<file path="src/rtl/frac_pkg.sv">
// Shared types and constants for the fractal scan controller.
// Coordinates default to Q4.28 two's complement.
package frac_pkg;

  localparam int unsigned FracM  = 4;
  localparam int unsigned FracF  = 28;
  localparam int unsigned FracW  = FracM + FracF;
  localparam int unsigned ColorW = 12;
  localparam int unsigned IterW  = 16;

  typedef enum logic [2:0] {
    StIdle,
    StIssue,
    StWait,
    StCapt,
    StWrite,
    StDone
  } state_e;

endpackage

</file>
<file path="src/rtl/frac_color_map.sv">
// Iteration count to RGB 4:4:4 pixel word; in-set points (iter == max) map to black.
module frac_color_map
  import frac_pkg::*;
(
  input  logic [IterW-1:0]  iter_i,
  input  logic [IterW-1:0]  max_it_i,
  output logic [ColorW-1:0] color_o
);

  always_comb begin
    if (iter_i == max_it_i) begin
      color_o = '0;
    end else begin
      color_o = {iter_i[3:0], iter_i[7:4], iter_i[11:8]};
    end
  end

endmodule

</file>
<file path="src/rtl/frac_scan_ctrl.sv">
// Raster-scan initiator for the fractal engine: steps coordinates, issues one engine
// start per pixel, and hands iteration results to the frame-buffer writer.
// Optional colour mapping of pixel words is enabled by defining FRAC_COLOR_MAP_EN.
module frac_scan_ctrl
  import frac_pkg::*;
#(
  parameter int unsigned W     = FracW,
  parameter int unsigned H_PIX = 320,
  parameter int unsigned V_PIX = 240,
  localparam int unsigned XW   = $clog2(H_PIX),
  localparam int unsigned YW   = $clog2(V_PIX)
) (
  input  logic              clk,
  input  logic              reset_n,
  input  logic              start,
  input  logic [W-1:0]      cx0,
  input  logic [W-1:0]      cy0,
  input  logic [W-1:0]      delta,
  input  logic [15:0]       max_it,
  output logic              busy,
  output logic              done_tick,
  output logic              frac_start,
  output logic [W-1:0]      cx,
  output logic [W-1:0]      cy,
  output logic [15:0]       frac_max_it,
  input  logic              frac_ready,
  input  logic              frac_done_tick,
  input  logic [15:0]       iter,
  output logic              pix_valid,
  input  logic              pix_ready,
  output logic [XW-1:0]     pix_x,
  output logic [YW-1:0]     pix_y,
  output logic [ColorW-1:0] pix_data
);

  localparam logic [XW-1:0] XLast = XW'(H_PIX - 1);
  localparam logic [YW-1:0] YLast = YW'(V_PIX - 1);

  state_e          state_q, state_d;
  logic [W-1:0]    cx_q, cx_d, cy_q, cy_d;
  logic [W-1:0]    cx0_q, cx0_d, delta_q, delta_d;
  logic [15:0]     max_it_q, max_it_d, iter_q, iter_d;
  logic [XW-1:0]   x_q, x_d;
  logic [YW-1:0]   y_q, y_d;
  logic            busy_q, busy_d, done_q, done_d, valid_q, valid_d;

  always_comb begin
    state_d  = state_q;
    cx_d     = cx_q;
    cy_d     = cy_q;
    cx0_d    = cx0_q;
    delta_d  = delta_q;
    max_it_d = max_it_q;
    iter_d   = iter_q;
    x_d      = x_q;
    y_d      = y_q;
    unique case (state_q)
      StIdle: begin
        if (start) begin
          cx0_d    = cx0;
          delta_d  = delta;
          max_it_d = max_it;
          cx_d     = cx0;
          cy_d     = cy0;
          x_d      = '0;
          y_d      = '0;
          state_d  = StIssue;
        end
      end
      StIssue: begin
        if (frac_ready) state_d = StWait;
      end
      StWait: begin
        if (frac_done_tick) state_d = StCapt;
      end
      // iter is only valid one cycle after the engine's done tick
      StCapt: begin
        iter_d  = iter;
        state_d = StWrite;
      end
      StWrite: begin
        if (pix_ready) begin
          if (x_q == XLast && y_q == YLast) begin
            state_d = StDone;
          end else if (x_q == XLast) begin
            x_d     = '0;
            y_d     = y_q + 1'b1;
            cx_d    = cx0_q;
            cy_d    = cy_q - delta_q;
            state_d = StIssue;
          end else begin
            x_d     = x_q + 1'b1;
            cx_d    = cx_q + delta_q;
            state_d = StIssue;
          end
        end
      end
      StDone: begin
        state_d = StIdle;
      end
      default: begin
        state_d = StIdle;
      end
    endcase
    busy_d  = (state_d != StIdle);
    done_d  = (state_d == StDone);
    valid_d = (state_d == StWrite);
  end

  always_ff @(posedge clk or negedge reset_n) begin
    if (!reset_n) begin
      state_q  <= StIdle;
      cx_q     <= '0;
      cy_q     <= '0;
      cx0_q    <= '0;
      delta_q  <= '0;
      max_it_q <= '0;
      iter_q   <= '0;
      x_q      <= '0;
      y_q      <= '0;
      busy_q   <= 1'b0;
      done_q   <= 1'b0;
      valid_q  <= 1'b0;
    end else begin
      state_q  <= state_d;
      cx_q     <= cx_d;
      cy_q     <= cy_d;
      cx0_q    <= cx0_d;
      delta_q  <= delta_d;
      max_it_q <= max_it_d;
      iter_q   <= iter_d;
      x_q      <= x_d;
      y_q      <= y_d;
      busy_q   <= busy_d;
      done_q   <= done_d;
      valid_q  <= valid_d;
    end
  end

  // Start is a same-cycle response to frac_ready so the first issue lands in the ISSUE cycle.
  assign frac_start  = (state_q == StIssue) && frac_ready;
  assign busy        = busy_q;
  assign done_tick   = done_q;
  assign cx          = cx_q;
  assign cy          = cy_q;
  assign frac_max_it = max_it_q;
  assign pix_valid   = valid_q;
  assign pix_x       = x_q;
  assign pix_y       = y_q;

`ifdef FRAC_COLOR_MAP_EN
  frac_color_map u_color_map (
    .iter_i   (iter_q),
    .max_it_i (max_it_q),
    .color_o  (pix_data)
  );
`else
  logic unused_iter_hi;
  assign unused_iter_hi = ^iter_q[15:12];
  assign pix_data       = iter_q[11:0];
`endif

endmodule

</file>
<file path="config.mk">
export PLATFORM = sky130hd
export DESIGN_NAME = frac_scan_ctrl
export DESIGN_NICKNAME = d
export VERILOG_FILES = /design/src/rtl/frac_pkg.sv /design/src/rtl/frac_color_map.sv /design/src/rtl/frac_scan_ctrl.sv
export SDC_FILE = /design/constraint.sdc
export NUM_CORES = 1
export LEC_CHECK = 0
export ABC_AREA = 0
export BUFFER_PORTS_ARGS = -buffer_cell sky130_fd_sc_hd__buf_2
export CAP_MARGIN = 20
export CORE_MARGIN = 10
export CORE_UTILIZATION = 59
export DETAILED_ROUTE_END_ITERATION = 8
export GPL_TIMING_DRIVEN = 1
export PLACE_DENSITY = 0.86
export SLEW_MARGIN = 40
export SYNTH_ARGS = -nofsm -noshare
export SYNTH_HDL_FRONTEND = slang
export SYNTH_SLANG_ARGS = --single-unit
</file>
<file path="constraint.sdc">
create_clock -name clk -period 9.4 [get_ports clk]
set_clock_uncertainty 0.2 [all_clocks]
set_input_delay 2.35 -clock clk [delete_from_list [all_inputs] [get_ports clk]]
set_output_delay 2.35 -clock clk [all_outputs]
set_load 0.005 [all_outputs]
</file>
### Word-level counts from Yosys, hierarchy flattened

Cells that the tools add are included.

* equality and inequality tests: 12
* reduce and logical (&&, ||, !) cells: 8
* muxes and demuxes: 26
* add/subtract/negate cells: 4

Operator list (count)
* 32-bit two-way mux: 8
* 32-bit case mux with 2 select lines: 2
* 9-bit two-way mux: 4
* 32-bit adder: 1
* 8-bit two-way mux: 4
* 32-bit subtractor: 1
* 9-bit case mux with 2 select lines: 1
* 8-bit case mux with 2 select lines: 1
* 3-bit two-way mux: 5
* 3-bit case mux with 5 select lines: 1
* 9-bit by 1-bit adder with 9-bit output (second input constant): 1
* 3-bit equality test (second input constant): 3
* 9-bit equality test (second input constant): 1
* 8-bit by 1-bit adder with 8-bit output (second input constant): 1
* 8-bit equality test (second input constant): 1
* 2-bit inequality test (second input constant): 4
* 3-bit by 2-bit equality test with 1-bit output (second input constant): 2
* 5-bit AND reduction: 1
* 4-bit AND reduction: 1
* 3-bit by 1-bit equality test with 1-bit output (second input constant): 1
* 3-bit logical NOT: 1
* 3-bit nonzero test: 1
* 1-bit logical AND: 2
* 2-bit AND reduction: 1
* 2-bit nonzero test: 1

* logic and storage cells: 62
* input port bits: 134
* flip-flop bits (word level): 179
* output and inout port bits: 113

### Longest topological paths before layout

* depth after elaboration: 6
* depth in mapped cells: 13
* gate-level depth less buffers: 13

### Worst setup path before layout

No wires, ideal clock.

* path type: input -> output
* start point: input port frac_ready
* end point: output port frac_start
* arrival: 2616 ps
* slack: 4234 ps
* cell stages on the path: 1
* data required time: 6850 ps
* path buffers: 0
* cells stage by stage: nor4b_1

* longest elaborated chain between the ends: 1

Ends and longest elaborated chain
* start, declared: line frac_scan_ctrl.sv:26 `input logic frac_ready,`
* 1-bit logical AND: line frac_scan_ctrl.sv:141 `assign frac_start = (state_q == StIssue) && frac_ready;`
* end, declared: line frac_scan_ctrl.sv:22 `output logic frac_start,`

Every way passes these cells.

### Final worst setup path

Same ends and word-level chain as after synthesis.

==> results.json <==
{
  "status": "complete, no violations",
  "critPathArrivalTime_ns": 2.86,
  "end_kind": "output port",
  "cts-resized-gates": 0,
  "synth.area.top_cells": "dfrtp_1, ha_1, mux2_2",
  "path_common_cell": "buf_2",
  "p_switching_mw": 2.34,
  "final_cells": 1635,
  "dp_hpwl_mm": 22.5,
  "max_freq_mhz": 185,
  "rsz0062_at_grt": "false",
  "place_worst_setup_slack_ns": 3.98,
  "powerDensity_mw_per_mm2": 403,
  "fill_cells": 1354,
  "nets": 1588,
  "crit_family": "buffers and inverters",
  "antenna_found_initial": 5,
  "ios": 247,
  "drive_gt1_share_pct": 25.8,
  "synth_edf_count": 0,
  "placed_cells_incl_taps": 1597,
  "wl_per_cell_um": 19.1,
  "cap_violations": 0,
  "ant_nets": 0,
  "core_sq_mm": 0.0178,
  "yosys_warnings": 0,
  "drc_errors": 0,
  "startpoint_type": "input port",
  "vias": 9668,
  "postSynthCellCount": 1166,
  "die_area_sq_mm": 0.0238,
  "period_share_pct": 57.5,
  "worst-path-buf-inv": 2,
  "synth_top_area_cell": "dfrtp_1",
  "clk-insertion-delay-late_ns": 0.44,
  "path_class": "input port to output port",
  "cts_setup_buffers": 0,
  "synth_most_common_cell": "dfrtp_1",
  "hp-class": "flip-flop to flip-flop",
  "drv_slew": 0,
  "root_buffer": "clkbuf_16",
  "max_stage_delay_ns": 0.24,
  "netlist.area_leader.share_pct": 42.1,
  "grt_use_total_pct": 25.2,
  "pwr-share-comb_pct": 58.4,
  "portBuffers": 242,
  "ctsHtreeMaxLevel": 4,
  "p_int_mw": 2.78,
  "period_minus_slack_ns": 5.41,
  "seq_area_frac_synth_pct": 42.1,
  "grt_max_degree": 103,
  "synth-compound-area-share_pct": 20.2,
  "power_frac_seq_pct": 27.3,
  "synth_top_family_by_area": "compound AO/OA/AOI/OAI gates",
  "drt_pass1_iterations": 5,
  "p_clk_share_pct": 14.2,
  "synth.area.mux_share_pct": 7.02,
  "setup-violations-final": 0,
  "vias_per_cell": 5.91,
  "rows": 49,
  "ys_ff_latch": 179,
  "cp_slowest_cell": "nor4b_1",
  "crit_required_ns": 6.85,
  "clkSinkCount": 179,
  "postCtsHoldBufs": 0,
  "synthAdderAreaFrac_pct": 7.89,
  "maxSlewHeadroom_pct": 52.3,
  "switching_share_pct": 45.7,
  "hold_viol_final": 0,
  "first_global_vias": 9563,
  "avgSynthCellArea_sq_um": 9.14,
  "place_congestion": 0.892,
  "worstMarginPinSlew_ns": 0.715,
  "synth_nets": 1366,
  "async_flop_share_pct": 100,
  "clkSlewWorstSetupHoldPaths_ns": 0.07,
  "drtIter0Drc": 698,
  "die_w_um": 154,
  "final-seq-area_sq_mm": 0.00448,
  "worstPathMaxFanout": 3,
  "initial_core_util_pct": 59.7,
  "synthSimpleGateAreaFrac_pct": 14.9,
  "p_leak_nw": 6.13,
  "synth_cell_types": 66,
  "path_cells": "buf_2 > nor4b_1 > buf_2",
  "syn2layout_area_growth_pct": 19.4,
  "synth_xor_area_share_pct": 4.19,
  "syn-cell-area_sq_mm": 0.0107,
  "grt-ovfl-total": 0,
  "ir_worst_vdd_v": 0.000200,
  "cts_max_path_buffers": 2,
  "grt_pass1_wl_mm": 49.2,
  "synth_top_cells_by_count": "dfrtp_1, nand2_1, a21oi_1",
  "synth_ff_type": "dfrtp_1",
  "setup_ws_ns": 3.99,
  "numCtsBuffers": 17,
  "multiInputGateArea_sq_mm": 0.00579,
  "fin_setup_tns_ns": 0,
  "dieHeight_um": 154,
  "drt-total-wl_mm": 31.2,
  "final_util_pct": 71.3,
  "cts_tree": "built"
}
## state kept, by name, indices dropped and copies added, names as in the netlist
signal / flops
cx0_q: 32
iter_q: 12
delta_q: 32
frac_max_it: 16
done_tick: 1
pix_x: 9
pix_valid: 1
busy: 1
cx: 32
state_q: 3
pix_y: 8
cy: 32
## cell families (layout without fill, tap and decap cells)
logic type | after synthesis | after routing
AOI/OAI and AO/OA | 351 | 351
xor gates and xnor gates | 51 | 51
adders and majority gates | 66 | 66
buffers and inverters | 104 | 339
DFF | 179 | 179
muxes | 67 | 67
other | 0 | 5
and+or+nand+nor | 348 | 348
## final timing paths
| kind | endpoint | cells past startpoint | startpoint | slack, ns |
|---|---|---|---|---|
| worst max-delay path | frac_start | 3 | frac_ready | 3.99 |
| worst max register to register | pix_y[7]$_DFFE_PN0P_ | 14 | pix_x[0]$_DFFE_PN0P_ | 5.50 |
| worst min register to register | frac_max_it[11]$_DFFE_PN0P_ | 1 | frac_max_it[11]$_DFFE_PN0P_ | 0.30 |
| worst min-delay path | frac_max_it[11]$_DFFE_PN0P_ | 1 | frac_max_it[11]$_DFFE_PN0P_ | 0.30 |
| min in group asynchronous | cy[2]$_DFFE_PN0P_ | 1 | reset_n | 1.61 |
| max in group asynchronous | cx0_q[27]$_DFFE_PN0P_ | 2 | reset_n | 6.33 |
## power by group through the flow
stage	registers (mW)	clock network [mW]	logic [mW]
6_report	1.40	0.728	2.99
5_1_grt	1.44	0.766	3.32
4_1_cts	1.39	0.733	2.96
3_5_place_dp	1.40	0	2.92
3_3_place_gp	1.39	0	2.82
2_1_floorplan	1.34	0	2.16
## through the flow
stage                     hold WS (ns)  power, mW  cell area, sq um
after floorplan                  0.272       3.50             10700
after global placement           0.283       4.21             12000
after detailed placement         0.288       4.32             12100
after CTS                        0.306       5.09             12700
after global routing             0.316       5.53             12700
final                            0.302       5.12             12700
## placed cells by master (no fill, tap or decap), drive strengths merged, types with 17 or more instances in the layout
cell / instances
xnor2: 23
buf: 254
xor2: 28
and3: 17
nand3: 27
a21o: 20
a21oi: 100
a31oi: 17
mux2: 62
clkbuf: 17
ha: 64
nand2: 140
a211oi: 18
nor2: 85
inv: 64
dfrtp: 179
o21ai: 126
## metal layers
metal	GRT usage, %	wire (um)	up-vias
met3	4.33	2220	48
met2	41.5	15200	410
li1	-	-	4612
met1	32.5	13000	4598
met5	0	0	-
met4	9.40	743	0
## cell type report
type / count / share of cell area (%)
Antenna cell: 5 / 0.0984
Clock buffer: 17 / 3.35
Clock inverter: 15 / 1.39
Inverter: 53 / 1.56
Multi-Input combinational cell: 883 / 45.5
Sequential cell: 179 / 35.2
Tap cell: 229 / 2.25
Timing Repair Buffer: 254 / 10.6
Power figures use the tool's default switching activity.
